### config.mk
export PLATFORM = sky130hd
export DESIGN_NAME = block_memory_controller_flat
export DESIGN_NICKNAME = d
export VERILOG_FILES = /design/src/rtl/block_memory_controller_if.sv /design/src/rtl/block_memory_controller.sv /design/src/flat_wrapper.sv
export SDC_FILE = /design/constraint.sdc
export NUM_CORES = 1
export LEC_CHECK = 0
export ABC_AREA = 1
export BUFFER_PORTS_ARGS = -buffer_cell sky130_fd_sc_hd__buf_2
export CORE_UTILIZATION = 40
export CTS_CLUSTER_SIZE = 24
export DETAILED_ROUTE_END_ITERATION = 8
export PLACE_DENSITY_LB_ADDON = 0.08
export SETUP_SLACK_MARGIN = 0.5
export SLEW_MARGIN = 10
export SYNTH_ARGS = -nofsm -noshare
export SYNTH_HDL_FRONTEND = slang
export SYNTH_SLANG_ARGS = --single-unit
### constraint.sdc
create_clock -name clk -period 2.96 [get_ports clk]
set_input_delay 0.592 -clock clk [delete_from_list [all_inputs] [get_ports clk]]
set_output_delay 0.592 -clock clk [all_outputs]
set_load 0.05 [all_outputs]
### src/rtl/block_memory_controller_if.sv
// Cache-side block bus plus SRAM word port for block_memory_controller.
// master: the cache/SRAM environment; slave: the controller.
interface block_memory_controller_if #(parameter int ADDR_W = 10);
   logic [31:0]       mem_addr;
   logic [255:0]      mem_wdata;
   logic              mem_read;
   logic              mem_write;
   logic [255:0]      mem_rdata;
   logic              mem_ready;
   logic              busy;
   logic              proto_err;
   logic              sram_en;
   logic              sram_we;
   logic [ADDR_W-1:0] sram_addr;
   logic [31:0]       sram_wdata;
   logic [31:0]       sram_rdata;

   modport master (
      output mem_addr, mem_wdata, mem_read, mem_write, sram_rdata,
      input  mem_rdata, mem_ready, busy, proto_err,
             sram_en, sram_we, sram_addr, sram_wdata
   );

   modport slave (
      input  mem_addr, mem_wdata, mem_read, mem_write, sram_rdata,
      output mem_rdata, mem_ready, busy, proto_err,
             sram_en, sram_we, sram_addr, sram_wdata
   );
endinterface

### src/rtl/block_memory_controller.sv
// Block memory controller: serialises 256-bit cache block reads/writes into
// 8 word beats on a synchronous SRAM, after LATENCY idle wait cycles.
// Optional feature macro MEMCTRL_STATS_EN adds saturating rd_count/wr_count.
module block_memory_controller #(
   parameter int LATENCY = 4,
   parameter int ADDR_W  = 10
) (
   input logic clk,
   input logic rst_n,
   block_memory_controller_if.slave bus
`ifdef MEMCTRL_STATS_EN
   , output logic [15:0] rd_count
   , output logic [15:0] wr_count
`endif
);

   typedef enum logic [2:0] {IDLE, LAT, XFER, DRAIN, DONE} state_t;

   localparam int LW = (LATENCY > 1) ? $clog2(LATENCY) : 1;
   localparam logic [LW-1:0] LAT_LAST = LW'((LATENCY > 0) ? LATENCY - 1 : 0);

   state_t            state_q, state_d;
   logic [LW-1:0]     lat_cnt_q, lat_cnt_d;
   logic [2:0]        beat_q, beat_d;
   logic [ADDR_W-1:0] base_q, base_d;
   logic [255:0]      wbuf_q, wbuf_d;
   logic              op_wr_q, op_wr_d;
   logic              proto_err_q, proto_err_d;
   logic              cap_vld_q, cap_vld_d;
   logic [2:0]        cap_idx_q, cap_idx_d;
   logic [255:0]      mem_rdata_q, mem_rdata_d;

   logic              sram_en, sram_we, mem_ready;
   logic [31:0]       sram_wdata;
   logic [ADDR_W-1:0] sram_addr;

   // Byte offset and bits above the SRAM range do not affect addressing.
   logic unused_addr;
   assign unused_addr = ^{bus.mem_addr[31:ADDR_W+5], bus.mem_addr[4:0]};

   // Next-state, datapath and SRAM drive; capture of the previous read beat.
   always_comb begin
      state_d     = state_q;
      lat_cnt_d   = lat_cnt_q;
      beat_d      = beat_q;
      base_d      = base_q;
      wbuf_d      = wbuf_q;
      op_wr_d     = op_wr_q;
      proto_err_d = proto_err_q;
      cap_vld_d   = 1'b0;
      cap_idx_d   = beat_q;
      mem_rdata_d = mem_rdata_q;
      sram_en     = 1'b0;
      sram_we     = 1'b0;
      sram_addr   = '0;
      sram_wdata  = '0;
      mem_ready   = 1'b0;

      case (state_q)
         IDLE: begin
            if (bus.mem_read || bus.mem_write) begin
               base_d    = bus.mem_addr[ADDR_W+4:5];
               wbuf_d    = bus.mem_wdata;
               op_wr_d   = bus.mem_write;   // write wins a collision
               lat_cnt_d = '0;
               beat_d    = '0;
               if (bus.mem_read && bus.mem_write) proto_err_d = 1'b1;
               state_d   = (LATENCY > 0) ? LAT : XFER;
            end
         end
         LAT: begin
            lat_cnt_d = lat_cnt_q + LW'(1);
            if (lat_cnt_q == LAT_LAST) state_d = XFER;
         end
         XFER: begin
            sram_en   = 1'b1;
            sram_we   = op_wr_q;
            // {base,k} truncated: blocks beyond the SRAM alias by wrap-around
            sram_addr = ADDR_W'({base_q, beat_q});
            if (op_wr_q) sram_wdata = wbuf_q[{beat_q, 5'd0} +: 32];
            cap_vld_d = !op_wr_q;
            beat_d    = beat_q + 3'd1;
            if (beat_q == 3'd7) state_d = op_wr_q ? DONE : DRAIN;
         end
         DRAIN: state_d = DONE;
         DONE: begin
            mem_ready = 1'b1;
            state_d   = IDLE;
         end
         default: state_d = IDLE;
      endcase

      // SRAM data for beat k arrives one cycle after its access
      if (cap_vld_q) mem_rdata_d[{cap_idx_q, 5'd0} +: 32] = bus.sram_rdata;
   end

   // State and datapath registers; reset aborts any transfer in flight.
   always_ff @(posedge clk or negedge rst_n) begin
      if (!rst_n) begin
         state_q     <= IDLE;
         lat_cnt_q   <= '0;
         beat_q      <= '0;
         base_q      <= '0;
         wbuf_q      <= '0;
         op_wr_q     <= 1'b0;
         proto_err_q <= 1'b0;
         cap_vld_q   <= 1'b0;
         cap_idx_q   <= '0;
         mem_rdata_q <= '0;
      end else begin
         state_q     <= state_d;
         lat_cnt_q   <= lat_cnt_d;
         beat_q      <= beat_d;
         base_q      <= base_d;
         wbuf_q      <= wbuf_d;
         op_wr_q     <= op_wr_d;
         proto_err_q <= proto_err_d;
         cap_vld_q   <= cap_vld_d;
         cap_idx_q   <= cap_idx_d;
         mem_rdata_q <= mem_rdata_d;
      end
   end

   assign bus.sram_en    = sram_en;
   assign bus.sram_we    = sram_we;
   assign bus.sram_addr  = sram_addr;
   assign bus.sram_wdata = sram_wdata;
   assign bus.mem_ready  = mem_ready;
   assign bus.mem_rdata  = mem_rdata_q;
   assign bus.busy       = (state_q != IDLE);
   assign bus.proto_err  = proto_err_q;

`ifdef MEMCTRL_STATS_EN
   logic [15:0] rd_count_q, rd_count_d, wr_count_q, wr_count_d;

   // Count completed transfers on their DONE cycle, saturating.
   always_comb begin
      rd_count_d = rd_count_q;
      wr_count_d = wr_count_q;
      if (state_q == DONE) begin
         if (op_wr_q && wr_count_q != 16'hFFFF)  wr_count_d = wr_count_q + 16'd1;
         if (!op_wr_q && rd_count_q != 16'hFFFF) rd_count_d = rd_count_q + 16'd1;
      end
   end

   // Statistics registers.
   always_ff @(posedge clk or negedge rst_n) begin
      if (!rst_n) begin
         rd_count_q <= '0;
         wr_count_q <= '0;
      end else begin
         rd_count_q <= rd_count_d;
         wr_count_q <= wr_count_d;
      end
   end

   assign rd_count = rd_count_q;
   assign wr_count = wr_count_q;
`endif

endmodule

### src/flat_wrapper.sv
// flat-port wrapper written by rule: the top's interface ports become plain ports
module block_memory_controller_flat 
#(
   parameter int LATENCY = 4,
   parameter int ADDR_W  = 10
)
  (clk, rst_n, bus_mem_addr, bus_mem_wdata, bus_mem_read, bus_mem_write, bus_sram_rdata, bus_mem_rdata, bus_mem_ready, bus_busy, bus_proto_err, bus_sram_en, bus_sram_we, bus_sram_addr, bus_sram_wdata);
  block_memory_controller_if #(.ADDR_W(ADDR_W)) bus_i ();
  input logic clk;
  input logic rst_n;
  input wire logic [$bits(bus_i.mem_addr)-1:0] bus_mem_addr;
  input wire logic [$bits(bus_i.mem_wdata)-1:0] bus_mem_wdata;
  input wire logic [$bits(bus_i.mem_read)-1:0] bus_mem_read;
  input wire logic [$bits(bus_i.mem_write)-1:0] bus_mem_write;
  input wire logic [$bits(bus_i.sram_rdata)-1:0] bus_sram_rdata;
  output wire logic [$bits(bus_i.mem_rdata)-1:0] bus_mem_rdata;
  output wire logic [$bits(bus_i.mem_ready)-1:0] bus_mem_ready;
  output wire logic [$bits(bus_i.busy)-1:0] bus_busy;
  output wire logic [$bits(bus_i.proto_err)-1:0] bus_proto_err;
  output wire logic [$bits(bus_i.sram_en)-1:0] bus_sram_en;
  output wire logic [$bits(bus_i.sram_we)-1:0] bus_sram_we;
  output wire logic [$bits(bus_i.sram_addr)-1:0] bus_sram_addr;
  output wire logic [$bits(bus_i.sram_wdata)-1:0] bus_sram_wdata;
  assign bus_i.mem_addr = bus_mem_addr;
  assign bus_i.mem_wdata = bus_mem_wdata;
  assign bus_i.mem_read = bus_mem_read;
  assign bus_i.mem_write = bus_mem_write;
  assign bus_i.sram_rdata = bus_sram_rdata;
  assign bus_mem_rdata = bus_i.mem_rdata;
  assign bus_mem_ready = bus_i.mem_ready;
  assign bus_busy = bus_i.busy;
  assign bus_proto_err = bus_i.proto_err;
  assign bus_sram_en = bus_i.sram_en;
  assign bus_sram_we = bus_i.sram_we;
  assign bus_sram_addr = bus_i.sram_addr;
  assign bus_sram_wdata = bus_i.sram_wdata;
  block_memory_controller #(.LATENCY(LATENCY), .ADDR_W(ADDR_W)) u_core (.clk(clk), .rst_n(rst_n), .bus(bus_i));
endmodule
==> run summary, run 1 <==
The clock-pin slew on the worst setup and hold paths came out at 0.06 ns. Setup repair after global routing could not meet its margin everywhere. For this run, design rule violations remaining after detail routing come to 0. The arithmetic-cell share of the synthesized area counting full adders, half adders and majority gates came out at 0.3139%. The wire length of the first global-routing pass is 135.9 mm. Dividing the detail-routed wire length by the instance count gives 21.08 µm.

The chip height is 246.5 µm. The global-route usage over all layers came out at 29.74%. After floorplanning, the core was sized to cover 59020 µm². In this run the worst setup path begins at u_core.beat_q[0]$_DFFE_PN0P_. The cell sitting at the root of the clock tree is a clkbuf_16. The per-instance average area after synthesis is 7.899 µm². In this run the number of H-tree levels came out at 2. The portion of synthesized cell area occupied by the leading cell type is 55.76%.

The startpoint identified for the worst register-to-register timing path is u_core.cap_idx_q[1]$_DFF_PN0_. The static leakage power came out at 15.88 nW. The maximum clock frequency is 349.4 MHz.

The clock skew after layout came out at 0.01381 ns. The startpoint identified for the worst hold timing path is bus_mem_wdata[91]. The number of maximum-capacitance constraint violations is 0. The number of failing setup endpoints in the final timing report came out at 0.

Of the synthesized area, sequential elements account for 55.76%. The simple logic cell fraction of the synthesized area came out at 26.74%. The count of state elements after synthesis came out at 533. STA puts the critical path data arrival time at 2.27 ns.

The number of buffers created by CTS is 57. In this run, distinct cell masters in the synthesized netlist total 25. The biggest area contributor in the post-synthesis netlist is dfrtp_1. The final hold violation count came out at 0. Synthesis produced a netlist with a net count of 3358. Counting every instance in the synthesized netlist gives 3028.

The run finished with clean final reports. The die width came out at 246.5 µm. The number of sinks handled by clock tree synthesis is 533. The row count came out at 89. In this run the tightest slew margin relative to its limit is 51.77%. The die outline area came out at 60780 µm². At the worst endpoint, the required time is 2.37 ns. Compared with the post-synthesis result, the final layout area differs by 35.27%. The synthesized netlist devotes 0% of its cell area to XOR and XNOR gates.

The final number of max-transition violations was 0. The combinational family with the most area after synthesis is simple AND/OR/NAND/NOR gates. The number of antenna violations at the first check in global routing came out at 12. Power spread over the standard cell area amounts to 1268 nW/µm². The count of TritonRoute iterations in the first routing pass is 5. During I/O placement, the number of pins put on the boundary was 627.

TritonCTS built the clock tree. STA classifies the critical path endpoint as a primary output. Cells fill 54.82% of the core in the end.

After detailed routing, the total wire length is 93.61 mm. The worst setup path is launched from a register. In the final timing run, aggregate negative setup slack is 0 ns. At the pin with the least slew margin, the transition time is 0.7234 ns. VDD sags by at most 1212 µV. After synthesis, the cell types taking the most area are dfrtp_1 (56%), nand2_1 (17%), nand3_1 (5.7%). The effective utilization at floorplan came out at 40.53%. The weighted congestion reported at the end of routability-driven placement is 0.9026. The worst path uses 96.68% of the clock period. The compound-gate portion of the synthesized area is 8.364%.

After filler insertion, the fill cell instance count of the layout stands at 5594. The classification of the worst setup path is register to primary output. The total number of nets in the final design is 3948. The worst hold path belongs to the class primary input to register. Once detail routing completed, the nets flagged for antenna violations numbered 0. The number of global-route vias before repair came out at 22020. The global-route congestion overflow total is 0. Along the worst path, the maximum fanout reaches 8. The worst-skew pair later-pin latency is 0.62 ns. The worst hold slack came out at 0.1767 ns. The violation count after the first detailed-routing iteration is 1976.

After layout, the minimum clock period comes to 2.862 ns. Cells with a size suffix above 1 make up 28.97% of the layout. The number of vias in the routed layout came out at 22990.

The total of warnings raised by yosys is 0. In this run the cell area of the synthesized design comes to 23920 µm². After legalization and detailed placement, the total HPWL measured 62.73 mm. The number of port buffers is 601. The pin count of the biggest net entering global routing is 80.

The deepest clock path buffer count came out at 3. The per-cell via count in the routed design came out at 5.177. Measured against the total synthesized area, the mux share comes to 0%.
where the power goes:
| group | switching (mW) | total [mW] | leakage (nW) | internal (mW) |
|---|---|---|---|---|
| sequential | 1.38 | 11.8 | 5.91 | 10.4 |
| combinational | 15.7 | 22.0 | 9.04 | 6.23 |
| clock | 3.00 | 7.30 | 0.934 | 4.30 |
synth_stat cells:
master	number
nand2_1	1113
dfrtp_1	533
inv_1	319
nand3_1	273
o21ai_0	212
o21ai_1	185
nor2_1	118
clkbuf_1	100
buf_2	52
nand4_1	29
buf_4	24
nor3_1	24
buf_1	20
ha_1	6
inv_2	5
nor2_2	3
nor3_2	3
nand3_2	2
a31oi_1	1
clkinv_1	1
nand3b_1	1
nand3b_2	1
nor2_4	1
nor3b_1	1
o21bai_1	1
per-layer routing:
layer,up-vias,global-route usage (%),wire [µm]
li1,10680,-,-
met1,11200,38.63,37730
met2,919,48.24,44860
met3,173,5.904,7377
met4,12,12.62,3569
met5,-,0,71
state kept, by name (all words and copies together) (netlist names):
| signal | count |
|---|---|
| u_core.base_q | 7 |
| u_core.state_q | 3 |
| u_core.op_wr_q | 1 |
| u_core.lat_cnt_q | 2 |
| u_core.wbuf_q | 256 |
| u_core.cap_idx_q | 3 |
| u_core.beat_q | 3 |
| u_core.bus.mem_rdata | 256 |
| u_core.cap_vld_q | 1 |
| u_core.bus.proto_err | 1 |
path summary, 6_finish.rpt:
| check | slack [ns] | cells past startpoint | endpoint |
|---|---|---|---|
| max | 0.1 | 9 | bus_sram_wdata[29] |
| min | 0.18 | 3 | u_core.wbuf_q[91]$_DFFE_PN0P_ |
| max reg2reg | 0.70 | 9 | u_core.bus.mem_rdata[221]$_DFFE_PN0P_ |
| min reg2reg | 0.46 | 2 | u_core.bus.mem_rdata[21]$_DFFE_PN0P_ |
| max in group asynchronous | 1.45 | 4 | u_core.state_q[0]$_DFFE_PN0P_ |
| min in group asynchronous | 0.52 | 2 | u_core.bus.mem_rdata[231]$_DFFE_PN0P_ |
cell usage in the layout (no fill, tap or decap), types with 2 or more instances in the layout:
master,synthesis,final
nor2_1,118,48
inv_1,319,315
bufinv_16,0,3
inv_2,5,6
nor2_2,3,31
dfrtp_2,0,5
clkbuf_16,0,67
diode_2,0,6
dfrtp_1,533,526
nand4_1,29,29
ha_2,0,2
nor3_4,0,2
ha_1,6,4
buf_4,24,54
clkbuf_1,100,18
nand3_2,2,59
nor3_2,3,2
nor2_4,1,43
nand3_1,273,215
buf_2,52,556
buf_12,0,38
clkinv_2,0,6
clkbuf_8,0,16
buf_16,0,23
nand2_4,0,23
o21ai_0,212,212
buf_8,0,10
inv_6,0,2
nand2_2,0,69
nand2_1,1113,1021
buf_6,0,36
nor3_1,24,23
o21ai_1,185,185
dfrtp_4,0,2
metrics by stage:
| step | instances | instance area (µm²) | power, mW | setup WS [ns] |
|---|---|---|---|---|
| finish | 4441 | 32350 | 41.03 | 0.09822 |
| global route | 4441 | 32350 | 43.25 | 0.04303 |
| CTS | 4423 | 31480 | 40.04 | 0.1189 |
| detailed placement | 4281 | 28100 | 30.59 | 0.4261 |
| global placement | 4281 | 28100 | 30.24 | 0.4135 |
| floorplan | 3028 | 24000 | 24.47 | 0.5951 |
critical path, stage by stage (launching register included):
cell	delay [ns]
dfrtp_4	0.51
buf_12	0.16
buf_16	0.17
buf_16	0.16
nand2_2	0.07
nand3_2	0.07
nand3_1	0.11
nand2_2	0.08
nor2_4	0.13
buf_6	0.18
kinds of logic after synthesis:
group / after synthesis
AOI/OAI and AO/OA: 399
adders and majority gates: 6
buffers and inverters: 521
DFF: 533
and+or+nand+nor: 1569
area by class of cell:
| type | instances | area (µm²) | share of cell area [%] |
|---|---|---|---|
| Sequential cell | 533 | 13350 | 41.27 |
| Multi-Input combinational cell | 1974 | 9522 | 29.43 |
| Clock inverter | 10 | 128.9 | 0.3983 |
| Clock buffer | 93 | 1764 | 5.453 |
| Antenna cell | 6 | 15.01 | 0.04641 |
| Timing Repair inverter | 1 | 8.758 | 0.02707 |
| Timing Repair Buffer | 726 | 5348 | 16.53 |
| Inverter | 325 | 1250 | 3.863 |
| Tap cell | 773 | 967.2 | 2.989 |
timing repair:
| item | 4_1_cts | 5_1_grt |
|---|---|---|
| hold buffers | 1 | 0 |
| setup endpoints to repair | 44 | 44 |
| pin swaps | 70 | 95 |
| setup buffers | 20 | 4 |
| cloned | 18 | 8 |
| resized for setup | 247 | 162 |
| endpoints found under the hold margin | 51 | 0 |
Power figures use the tool's default switching activity.
==> inputs of run 2 (changes only) <==
PLACE_DENSITY_LB_ADDON = unset   (was 0.08)
==> run summary, run 2 (synthesis results as in run 1) <==
The half-perimeter wire length of the detailed placement result is 62.10 mm (was 62.73 mm). The pin count of the biggest net entering global routing was 84 (was 80). The final number of max-transition violations came out at 0 (unchanged).

The routed wire length came out at 91.28 mm (was 93.61 mm). RSZ-0062 raised after global routing: true (unchanged). The share of post-route cells with drive strength above 1 came out at 29.99% (was 28.97%). The row count is 89 (unchanged). The power density normalized to cell area is 1258 nW/µm² (was 1268 nW/µm²). The number of top-level design ports came out at 627 (unchanged). The CTS tree was built (unchanged).

Run status: finished clean (unchanged). The number of failing setup endpoints in the final timing report came out at 0 (unchanged). Highest-count cells in the layout ignoring fill and taps: nand2_1 (1015), buf_2 (555), dfrtp_1 (529) (was nand2_1 (1021), buf_2 (556), dfrtp_1 (526)). The per-cell via count in the routed design was 5.094 (was 5.177). The final hold violation count was 0 (unchanged). The worst hold-check path type is primary input to register (unchanged).

The startpoint type of the worst setup path is a register (unchanged). The DRC violation count after routing came out at 0 (unchanged). The met3 track demand over resource is 5.697% (was 5.904%). The die outline area came out at 60780 µm² (unchanged). The commonest non-fill, non-tap cell in the layout is nand2_1 (unchanged). The number of cells in the design after placement is 4292 (was 4281).

The effective utilization at floorplan came out at 40.53% (unchanged). The total power came out at 40.85 mW (was 41.03 mW). The met1 track demand over resource came to 38.82% (was 38.63%). The clock skew after layout is 0.01537 ns (was 0.01381 ns). The wire length per cell came out at 20.47 µm (was 21.08 µm). The number of buffers created by CTS is 59 (was 57).

The buffer cell driving the clock tree root is clkbuf_16 (unchanged). The slew at the pin closest to its max-slew limit came out at 0.9894 ns (was 0.7234 ns). The clock period minus worst slack came to 2.910 ns (was 2.862 ns). The number of standard cells in the layout, taps in and fillers out was 4460 (was 4441).

The number of nets with antenna violations after routing came to 0 (unchanged). The number of antenna violations at the first check in global routing is 8 (was 12). The die width came to 246.5 µm (unchanged). The post-route setup TNS is 0 ns (unchanged). The most crowded layer after global routing is met2 (unchanged). The headroom to the max-slew limit came out at 33.80% (was 51.77%). The clock-pin slew on the worst setup and hold paths was 0.06 ns (about the same).

The placeable core area was 59020 µm² (unchanged). The required time at the endpoint of the critical path came to 2.37 ns (about the same). The global routing usage on met2 came out at 47.16% (was 48.24%). The deepest clock path buffer count came out at 3 (unchanged). The wire length of the first global-routing pass came to 132.1 mm (was 135.9 mm). The number of sinks handled by clock tree synthesis was 533 (unchanged). The worst-skew pair later-pin latency came out at 0.63 ns (was 0.62 ns). The chip height came out at 246.5 µm (unchanged). The layout overhead on the synthesized area is 35.73% (was 35.27%).

The number of maximum-capacitance constraint violations is 0 (unchanged). The classification of the worst setup path is register to primary output (unchanged). The largest fanout on the critical path was 8 (unchanged). The weighted congestion reported at the end of routability-driven placement came out at 0.8944 (was 0.9026). The data arrival time at the worst-slack endpoint came to 2.32 ns (was 2.27 ns).

The count of TritonRoute iterations in the first routing pass came out at 6 (was 5). The H-tree depth came out at 2 (unchanged). The global-route usage over all layers is 28.93% (was 29.74%). The number of global-route vias before repair came out at 21210 (was 22020). The violation count after the first detailed-routing iteration came out at 1891 (was 1976). The number of port buffers is 601 (unchanged). The global-route congestion overflow total came out at 0 (unchanged).

The kind of capture point of the worst setup path is a primary output (unchanged). The period utilization is 98.30% (was 96.68%). The static leakage power is 15.92 nW (was 15.88 nW). The total number of nets in the final design came out at 3966 (was 3948). The number of vias in the routed layout is 22720 (was 22990). The maximum clock frequency came out at 343.7 MHz (was 349.4 MHz).

The maximum VDD drop was 1116 µV (was 1212 µV). The filler cell count is 5682 (was 5594).
run 2: changes by cell type in the layout (fill, tap and decap cells not counted), sizes merged:
cell      change
bufinv        +1
clkbuf        -4
clkinv        +7
inv           +1
bufbuf        +1
clkinvlp      -1
buf          +14
run 2: what timing repair did:
action / 4_1_cts / 5_1_grt
gates cloned: 8 / 8
hold buffers: 1 / 0
pin swaps: 7 / 89
resized for setup: 147 / 280
hold endpoints to repair: 44 / 0
endpoints found under the setup margin: 44 / 76
buffers inserted: 20 / 19
run 2: path summary, 6_finish.rpt:
path / endpoint / from / slack [ns] / depth (start not counted)
worst max-delay path: bus_sram_wdata[14] / u_core.beat_q[0]$_DFFE_PN0P_ / 0.05 / 10
worst min-delay path: u_core.wbuf_q[252]$_DFFE_PN0P_ / bus_mem_wdata[252] / 0.16 / 3
worst max register to register: u_core.bus.mem_rdata[93]$_DFFE_PN0P_ / u_core.cap_idx_q[1]$_DFF_PN0_ / 0.63 / 9
worst min register to register: u_core.bus.mem_rdata[76]$_DFFE_PN0P_ / u_core.bus.mem_rdata[76]$_DFFE_PN0P_ / 0.46 / 2
max in group asynchronous: u_core.wbuf_q[207]$_DFFE_PN0P_ / rst_n / 1.47 / 4
min in group asynchronous: u_core.bus.mem_rdata[122]$_DFFE_PN0P_ / rst_n / 0.49 / 2
run 2: cell type report:
type / count / area (µm²) / area share [%]
diodes: 6 / 15.01 / 0.04625
clock buffers: 88 / 1755 / 5.407
clock inverters: 18 / 235.2 / 0.7245
inverters: 325 / 1269 / 3.908
multi-input cells: 1974 / 9612 / 29.61
flip-flops and latches: 533 / 13350 / 41.11
well taps: 773 / 967.2 / 2.979
repair buffers: 742 / 5256 / 16.19
repair inverters: 1 / 8.758 / 0.02698
run 2: metal layers:
layer | wire (µm) | share of wire, %
met3 | 7666 | 8.4
met1 | 37170 | 41
met4 | 2553 | 2.8
met5 | 13 | 0.014
met2 | 43870 | 48
run 2: per-stage QoR:
step           setup slack [ns]  util [%]  area [µm²]  hold slack (ns)
5_1_grt                 0.01774     55.00       32460           0.1508
2_1_floorplan            0.5951         -       24000           0.2964
6_report                0.05037     55.01       32470           0.1637
3_5_place_dp             0.4528     47.61       28100           0.4538
4_1_cts                 0.04197     52.55       31010           0.1269
3_3_place_gp             0.4430     47.61       28100           0.4492
run 2: power breakdown:
part | internal, mW | switching (mW) | total, mW
registers | 10.4 | 1.28 | 11.7
clock network | 4.44 | 3.15 | 7.59
logic | 6.07 | 15.5 | 21.6
total | 20.9 | 20.0 | 40.9
run 2: worst max-delay path, cell delays in order, from the launching register on:
cell,delay (ns)
dfrtp_4,0.46
buf_12,0.16
clkinv_16,0.09
buf_12,0.15
buf_16,0.16
nand2_1,0.08
nand3_2,0.08
nand3_2,0.10
nand2_2,0.06
nor2_4,0.16
buf_8,0.16
